**src/rtl/multi_debouncer.sv**
```systemverilog
// Multi-channel switch/button debouncer: per-channel synchroniser, debounce
// filter, one-cycle rise/fall strobes and a one-shot long-press strobe.
module multi_debouncer #(
   parameter int CHANNELS         = 4,
   parameter int CLK_PERIOD_NS    = 10,
   parameter int DEBOUNCE_TIME_NS = 7000,
   parameter int HOLD_TIME_NS     = 1000000,
   parameter int SYNC_STAGES      = 2
) (
   input  logic                clk_in,
   input  logic                rst_n_in,
   input  logic [CHANNELS-1:0] dirty_in,
   output logic [CHANNELS-1:0] clean_out,
   output logic [CHANNELS-1:0] rise_out,
   output logic [CHANNELS-1:0] fall_out,
   output logic [CHANNELS-1:0] held_out,
   output logic                changed_out
);

   localparam int COUNTER_RAW = (DEBOUNCE_TIME_NS + CLK_PERIOD_NS - 1) / CLK_PERIOD_NS;
   localparam int COUNTER_MAX = (COUNTER_RAW < 1) ? 1 : COUNTER_RAW;
   localparam int HOLD_MAX    = (HOLD_TIME_NS + CLK_PERIOD_NS - 1) / CLK_PERIOD_NS;
   localparam int CNT_W       = $clog2(COUNTER_MAX + 1);
   localparam logic [CNT_W-1:0] CNT_LAST = CNT_W'(COUNTER_MAX - 1);

   logic [CHANNELS-1:0] sync_q [SYNC_STAGES];
   logic [CHANNELS-1:0] sync_s;
   logic [CNT_W-1:0]    cnt_q [CHANNELS];
   logic [CHANNELS-1:0] clean_q;
   logic [CHANNELS-1:0] rise_q;
   logic [CHANNELS-1:0] fall_q;
   logic [CHANNELS-1:0] flip;
   logic                changed_q;

   // NOTE: the synchroniser is a small flop array, not a RAM, so every stage
   // takes the asynchronous reset like any other state.
   always_ff @(posedge clk_in or negedge rst_n_in) begin
      if (!rst_n_in) begin
         for (int st = 0; st < SYNC_STAGES; st++) sync_q[st] <= '0;
      end else begin
         sync_q[0] <= dirty_in;
         for (int st = 1; st < SYNC_STAGES; st++) sync_q[st] <= sync_q[st-1];
      end
   end

   assign sync_s = sync_q[SYNC_STAGES-1];

   // A channel flips when its synchronised level has disagreed with the clean
   // level for COUNTER_MAX consecutive edges.
   always_comb begin
      // NOTE: default assignment first so no path leaves flip unassigned,
      // which would otherwise infer a latch.
      flip = '0;
      for (int i = 0; i < CHANNELS; i++) begin
         flip[i] = (sync_s[i] != clean_q[i]) && (cnt_q[i] == CNT_LAST);
      end
   end

   always_ff @(posedge clk_in or negedge rst_n_in) begin
      if (!rst_n_in) begin
         clean_q   <= '0;
         rise_q    <= '0;
         fall_q    <= '0;
         changed_q <= 1'b0;
         for (int i = 0; i < CHANNELS; i++) cnt_q[i] <= '0;
      end else begin
         // NOTE: non-blocking assignments so every read below sees the
         // pre-edge value, matching the flops that get built.
         for (int i = 0; i < CHANNELS; i++) begin
            if ((sync_s[i] == clean_q[i]) || flip[i]) cnt_q[i] <= '0;
            else                                      cnt_q[i] <= cnt_q[i] + 1'b1;
         end
         clean_q   <= clean_q ^ flip;
         rise_q    <= flip & sync_s;
         fall_q    <= flip & ~sync_s;
         changed_q <= |flip;
      end
   end

   assign clean_out   = clean_q;
   assign rise_out    = rise_q;
   assign fall_out    = fall_q;
   assign changed_out = changed_q;

   generate
      if (HOLD_MAX > 0) begin : g_hold
         localparam int HCNT_W = $clog2(HOLD_MAX + 1);
         localparam logic [HCNT_W-1:0] HCNT_LAST = HCNT_W'(HOLD_MAX - 1);

         logic [HCNT_W-1:0]   hcnt_q [CHANNELS];
         logic [CHANNELS-1:0] fired_q;
         logic [CHANNELS-1:0] held_q;

         // fired_q keeps a long press to a single strobe until the key is released.
         always_ff @(posedge clk_in or negedge rst_n_in) begin
            if (!rst_n_in) begin
               fired_q <= '0;
               held_q  <= '0;
               for (int i = 0; i < CHANNELS; i++) hcnt_q[i] <= '0;
            end else begin
               for (int i = 0; i < CHANNELS; i++) begin
                  held_q[i] <= 1'b0;
                  if (!clean_q[i]) begin
                     hcnt_q[i]  <= '0;
                     fired_q[i] <= 1'b0;
                  end else if (!fired_q[i]) begin
                     if (hcnt_q[i] == HCNT_LAST) begin
                        held_q[i]  <= 1'b1;
                        fired_q[i] <= 1'b1;
                     end else begin
                        hcnt_q[i] <= hcnt_q[i] + 1'b1;
                     end
                  end
               end
            end
         end

         assign held_out = held_q;
      end else begin : g_no_hold
         assign held_out = '0;
      end
   endgenerate

endmodule

```
**config.mk**
```make
export PLATFORM = sky130hd
export DESIGN_NAME = multi_debouncer
export DESIGN_NICKNAME = d
export VERILOG_FILES = /design/src/rtl/multi_debouncer.sv
export SDC_FILE = /design/constraint.sdc
export NUM_CORES = 1
export LEC_CHECK = 0
export ABC_CLOCK_PERIOD_IN_PS = 3400
export CAP_MARGIN = 5
export CORE_ASPECT_RATIO = 1.25
export CORE_MARGIN = 3
export CORE_UTILIZATION = 45
export DETAILED_ROUTE_END_ITERATION = 8
export MAX_ROUTING_LAYER = met4
export SYNTH_ARGS = -nofsm -noshare
export SYNTH_HDL_FRONTEND = slang
export SYNTH_SLANG_ARGS = --single-unit
```
**constraint.sdc**
```tcl
create_clock -name clk_in -period 3.4 [get_ports clk_in]
set_input_delay 0.34 -clock clk_in [delete_from_list [all_inputs] [get_ports clk_in]]
set_output_delay 0.34 -clock clk_in [all_outputs]
set_load 0.05 [all_outputs]
```
Yosys cells after proc, flatten, opt, wreduce, memory -nomap -nowiden
Index checks and enable logic that the tools add are counted.

storage, ports and cells
  flip-flop bits (word level) = 137
  bits in read-only memories = 0
  output and inout bits = 17
  logic and storage cells = 101
  memories = 0
  memory bits (writable) = 0
  bits in latches = 0

cells by class
  magnitude comparators = 0
  bitwise operators = 4
  muxes and demuxes = 36
  add/subtract/negate cells = 8
  multiply operators = 0
  div/mod/pow operators = 0
  shifts and indexed selects = 0
  reductions and logical operators = 13
  equal/unequal tests = 24

operators with widths
  cell                                                              count
  17-bit two-way mux                                                12
  17-bit by 1-bit adder with 17-bit output (second input constant)  4
  17-bit == test (second input constant)                            4
  10-bit by 1-bit adder with 10-bit output (second input constant)  4
  10-bit == test (second input constant)                            4
  10-bit two-way mux                                                4
  1-bit two-way mux                                                 20
  2-bit != test (second input constant)                             8
  4-bit bitwise AND                                                 2
  2-bit AND reduction                                               4
  1-bit == test                                                     4
  1-bit logical AND                                                 4
  1-bit logical OR                                                  4
  1-bit != test                                                     4
  4-bit NOT                                                         1
  4-bit OR reduction                                                1
  4-bit XOR                                                         1

Depth between registers and ports, before layout
  depth in word-level cells = 4
  mapped depth = 6

Worst setup path before layout
OpenSTA, ideal clock, no wires.

  kind = register to register
  start point = register with a tool-made name
  end point = register g_hold.hcnt_q[35] (netlist bit)
  setup slack = 1.105 ns
  stages on the path, launching flop included = 7
  clock period less this slack = 2.295 ns
  arrival = 2.173 ns
  setup time = 0.122 ns
  data required time = 3.278 ns
  cell sequence = dfrtp_1 > clkbuf_1 > nand2b_1 > or4_4 > or2_0 > buf_2 > a32o_1

RTL lines
  item                             RTL line  text
  to (signal, indexed assignment)  111       hcnt_q[i] <= hcnt_q[i] + 1'b1;
  to (decl)                        90        logic [HCNT_W-1:0] hcnt_q [CHANNELS];

==> metrics <==
status=finished, violations left; violated checks=hold timing; crit-path max FO=19; maximum buffer depth of the clock tree=2; Setup TNS=0 ns; number of synthesized register bits=137; Startpoint Class=flop; die area=0.0159 mm2; P_leak=3.05 nW; synthesized area=~0.0065 mm2; largest net degree at the start of global routing=slightly below 90; clock slew at reported path FFs=0.05 ns; DR pass1 iterations=4; total gr overflow=0; Routed Antenna Nets=0; CTS sink count=137; RSZ-0062 raised after global routing=false; CTS tree=done; # IOs=23; CP max stage delay=0.93 ns; worst skew pair latency=0.42 ns; final hold violations=11; Buffers on Ports=22; Slew @ Worst Pin=roughly 0.79 ns; Vias=slightly below 5,000; residual DRC count=0; Ys Warns=0; Die W=between 100 and 150 um; Worst Skew=around 0.0042 ns; top cell type's share of synthesized area=52.7%; Slew Limit Headroom=47.5%; Slew Limit Fails=0; Post-synth EDFFs=0; Tmin final=2.42 ns; nets@finish=685; Starting Density=46.5%; Mean Syn Cell Area=between 10 and 15 um2; slowest CP cell=clkdlybuf4s50_1; Root Buffer=clkbuf_16; Fmax achieved=414 MHz; total of max-cap violations=0; fin crit share=71.1%; crit-path cells=clkdlybuf4s50_1; total power=3.54 mW; sequential share of the synthesized area=roughly 53%; row count=48; routed wire length=12.8 mm; Synth async-reset ratio=100%; die height=140 um; most area-consuming cells after synthesis=dfrtp_1 (53%), xnor2_1 (4.6%), nor2_1 (4.3%); initial antenna violation count=0; first-pass GRT wire length=~23 mm; worst hold path type=primary input to asynchronous set/reset pin; vias in the first global route=4,915; cell with the most instances after synthesis=dfrtp_1; Peak VDD IR=0.000298 V; Cells after Synth=643; endpoints failing setup=0; post-detailed-route via-to-cell ratio=5.61; Buf+Inv Stages, Crit Path=1; Netlist cell types=slightly above 50; Critical Path RT=between 3 and 4 ns; Total Routing Usage GR=17.8%; layout cells sized above 1=about 5.6%; CTS buffer count=17; synth-to-layout area growth=15.2%; Power Dens Cells=472 mW/mm2; Core Footprint=0.0140 mm2; Commonest cells post-synth=dfrtp_1 (137), nor2_1 (74), nand2_1 (49); largest area contributor in the netlist=dfrtp_1; critical setup path kind=flop to output pin; drt wl/cell=14.9 um; CTS HTree Levels=4; # resized after CTS=0; Setup Fix Bufs, Post-CTS=0; Top Family by Delay on Critical Path=buffers and inverters; final hold slack=-0.0310 ns; Critical Path End Type=output pin; Detail Placement HPWL=8.66 mm; post-synth net total=657; ANT cells=0; hold_buf cts=0; CP arrival=2.08 ns; DRT iter0 DRCs=roughly 290; ys flop type=dfrtp_1; RePlAce Congestion=0.831
==> sequential cells by signal, indices dropped and copies added, names as in the netlist, named ones only <==
signal and flops:
g_hold.hcnt_q 68, cnt_q 40, fall_out 4, g_hold.fired_q 4, held_out 4, rise_out 4, sync_q 4, sync_s 4
changed_out 1
==> placed cells by master (no fill, tap or decap), types with 5 or more instances in the layout <==
cell type	count
xnor2_1	34
clkbuf_16	17
ha_1	8
or4_1	6
nand2_1	49
nor3_1	27
nor4_1	13
nand3b_1	5
o31ai_1	5
nand2b_1	16
o21ai_0	19
xor2_1	28
and4_1	10
nand3_1	41
dfrtp_1	137
nor2_1	74
and3_1	19
a21oi_1	16
or3_1	11
a31oi_1	9
mux2i_1	13
nand4b_1	5
clkdlybuf4s50_1	21
inv_1	16
nand4_1	21
nor4bb_1	5
==> final cells by class <==
| cell class | count | area (um2) |
|---|---|---|
| Fill cell | 1243 | 6490 |
| Sequential cell | 137 | 3430 |
| Multi-Input combinational cell | 476 | 2970 |
| Clock buffer | 25 | 495 |
| Timing Repair Buffer | 23 | 241 |
| Tap cell | 175 | 219 |
| Clock inverter | 7 | 90.1 |
| Inverter | 16 | 60.1 |
==> final timing paths <==
path	startpoint	to	slack [ns]	cells after the start
min in group clk_in	sync_q[5]	sync_s[1]	0.35	0
max	flop	clean_out[3]	0.98	1
max in group asynchronous	rst_n_in	cnt_q[20]	2.71	2
min reg2reg	sync_q[5]	sync_s[1]	0.35	0
min	rst_n_in	g_hold.hcnt_q[29]	-0.03	1
max reg2reg	g_hold.hcnt_q[39]	g_hold.hcnt_q[35]	1.21	4
==> report_power, final <==
| part | total [mW] | switching [mW] | internal (mW) | leakage [nW] |
|---|---|---|---|---|
| Clock | 1.81 | 0.655 | 1.15 | 0.283 |
| Sequential | 1.66 | 0.0160 | 1.65 | 1.89 |
| Combinational | 0.0707 | 0.0486 | 0.0221 | 0.880 |
==> per-layer routing <==
metal | routed length (um) | part of all wire, % | global-route usage, % | up-vias
li1 | - | - | - | 2363
met5 | 0 | 0 | - | -
met4 | 191 | 1.5 | 6.33 | 0
met2 | 6560 | 51 | 28.9 | 62
met1 | 5720 | 45 | 21.7 | 2375
met3 | 327 | 2.6 | 4.41 | 19
==> cells by family (layout without fill, tap and decap cells) <==
| logic type | count (synthesis) | in the layout | share of synthesized area (%) |
|---|---|---|---|
| xor gates and xnor gates | 62 | 62 | 8.34 |
| adders and majority gates | 8 | 8 | 1.54 |
| and+or+nand+nor | 324 | 324 | 26.8 |
| muxes | 16 | 16 | 2.52 |
| AOI/OAI and AO/OA | 66 | 66 | 6.35 |
| buffers and inverters | 30 | 71 | 1.75 |
| DFF | 137 | 137 | 52.7 |
==> through the flow <==
step / hold slack, ns / util (%) / std cells / instance area [um2] / setup slack (ns)
final: -0.0310 / 53.6 / 859 / 7500 / 0.984
after global routing: 0.0358 / 53.6 / 859 / 7500 / 0.881
after CTS: 0.0107 / 53.6 / 859 / 7500 / 0.949
after detailed placement: 0.335 / 49.4 / 827 / 6910 / 1.20
after global placement: 0.331 / 49.4 / 827 / 6910 / 1.23
after floorplan: 0.0444 / - / 643 / 6510 / 1.11
(Power assumes the default switching activity.)
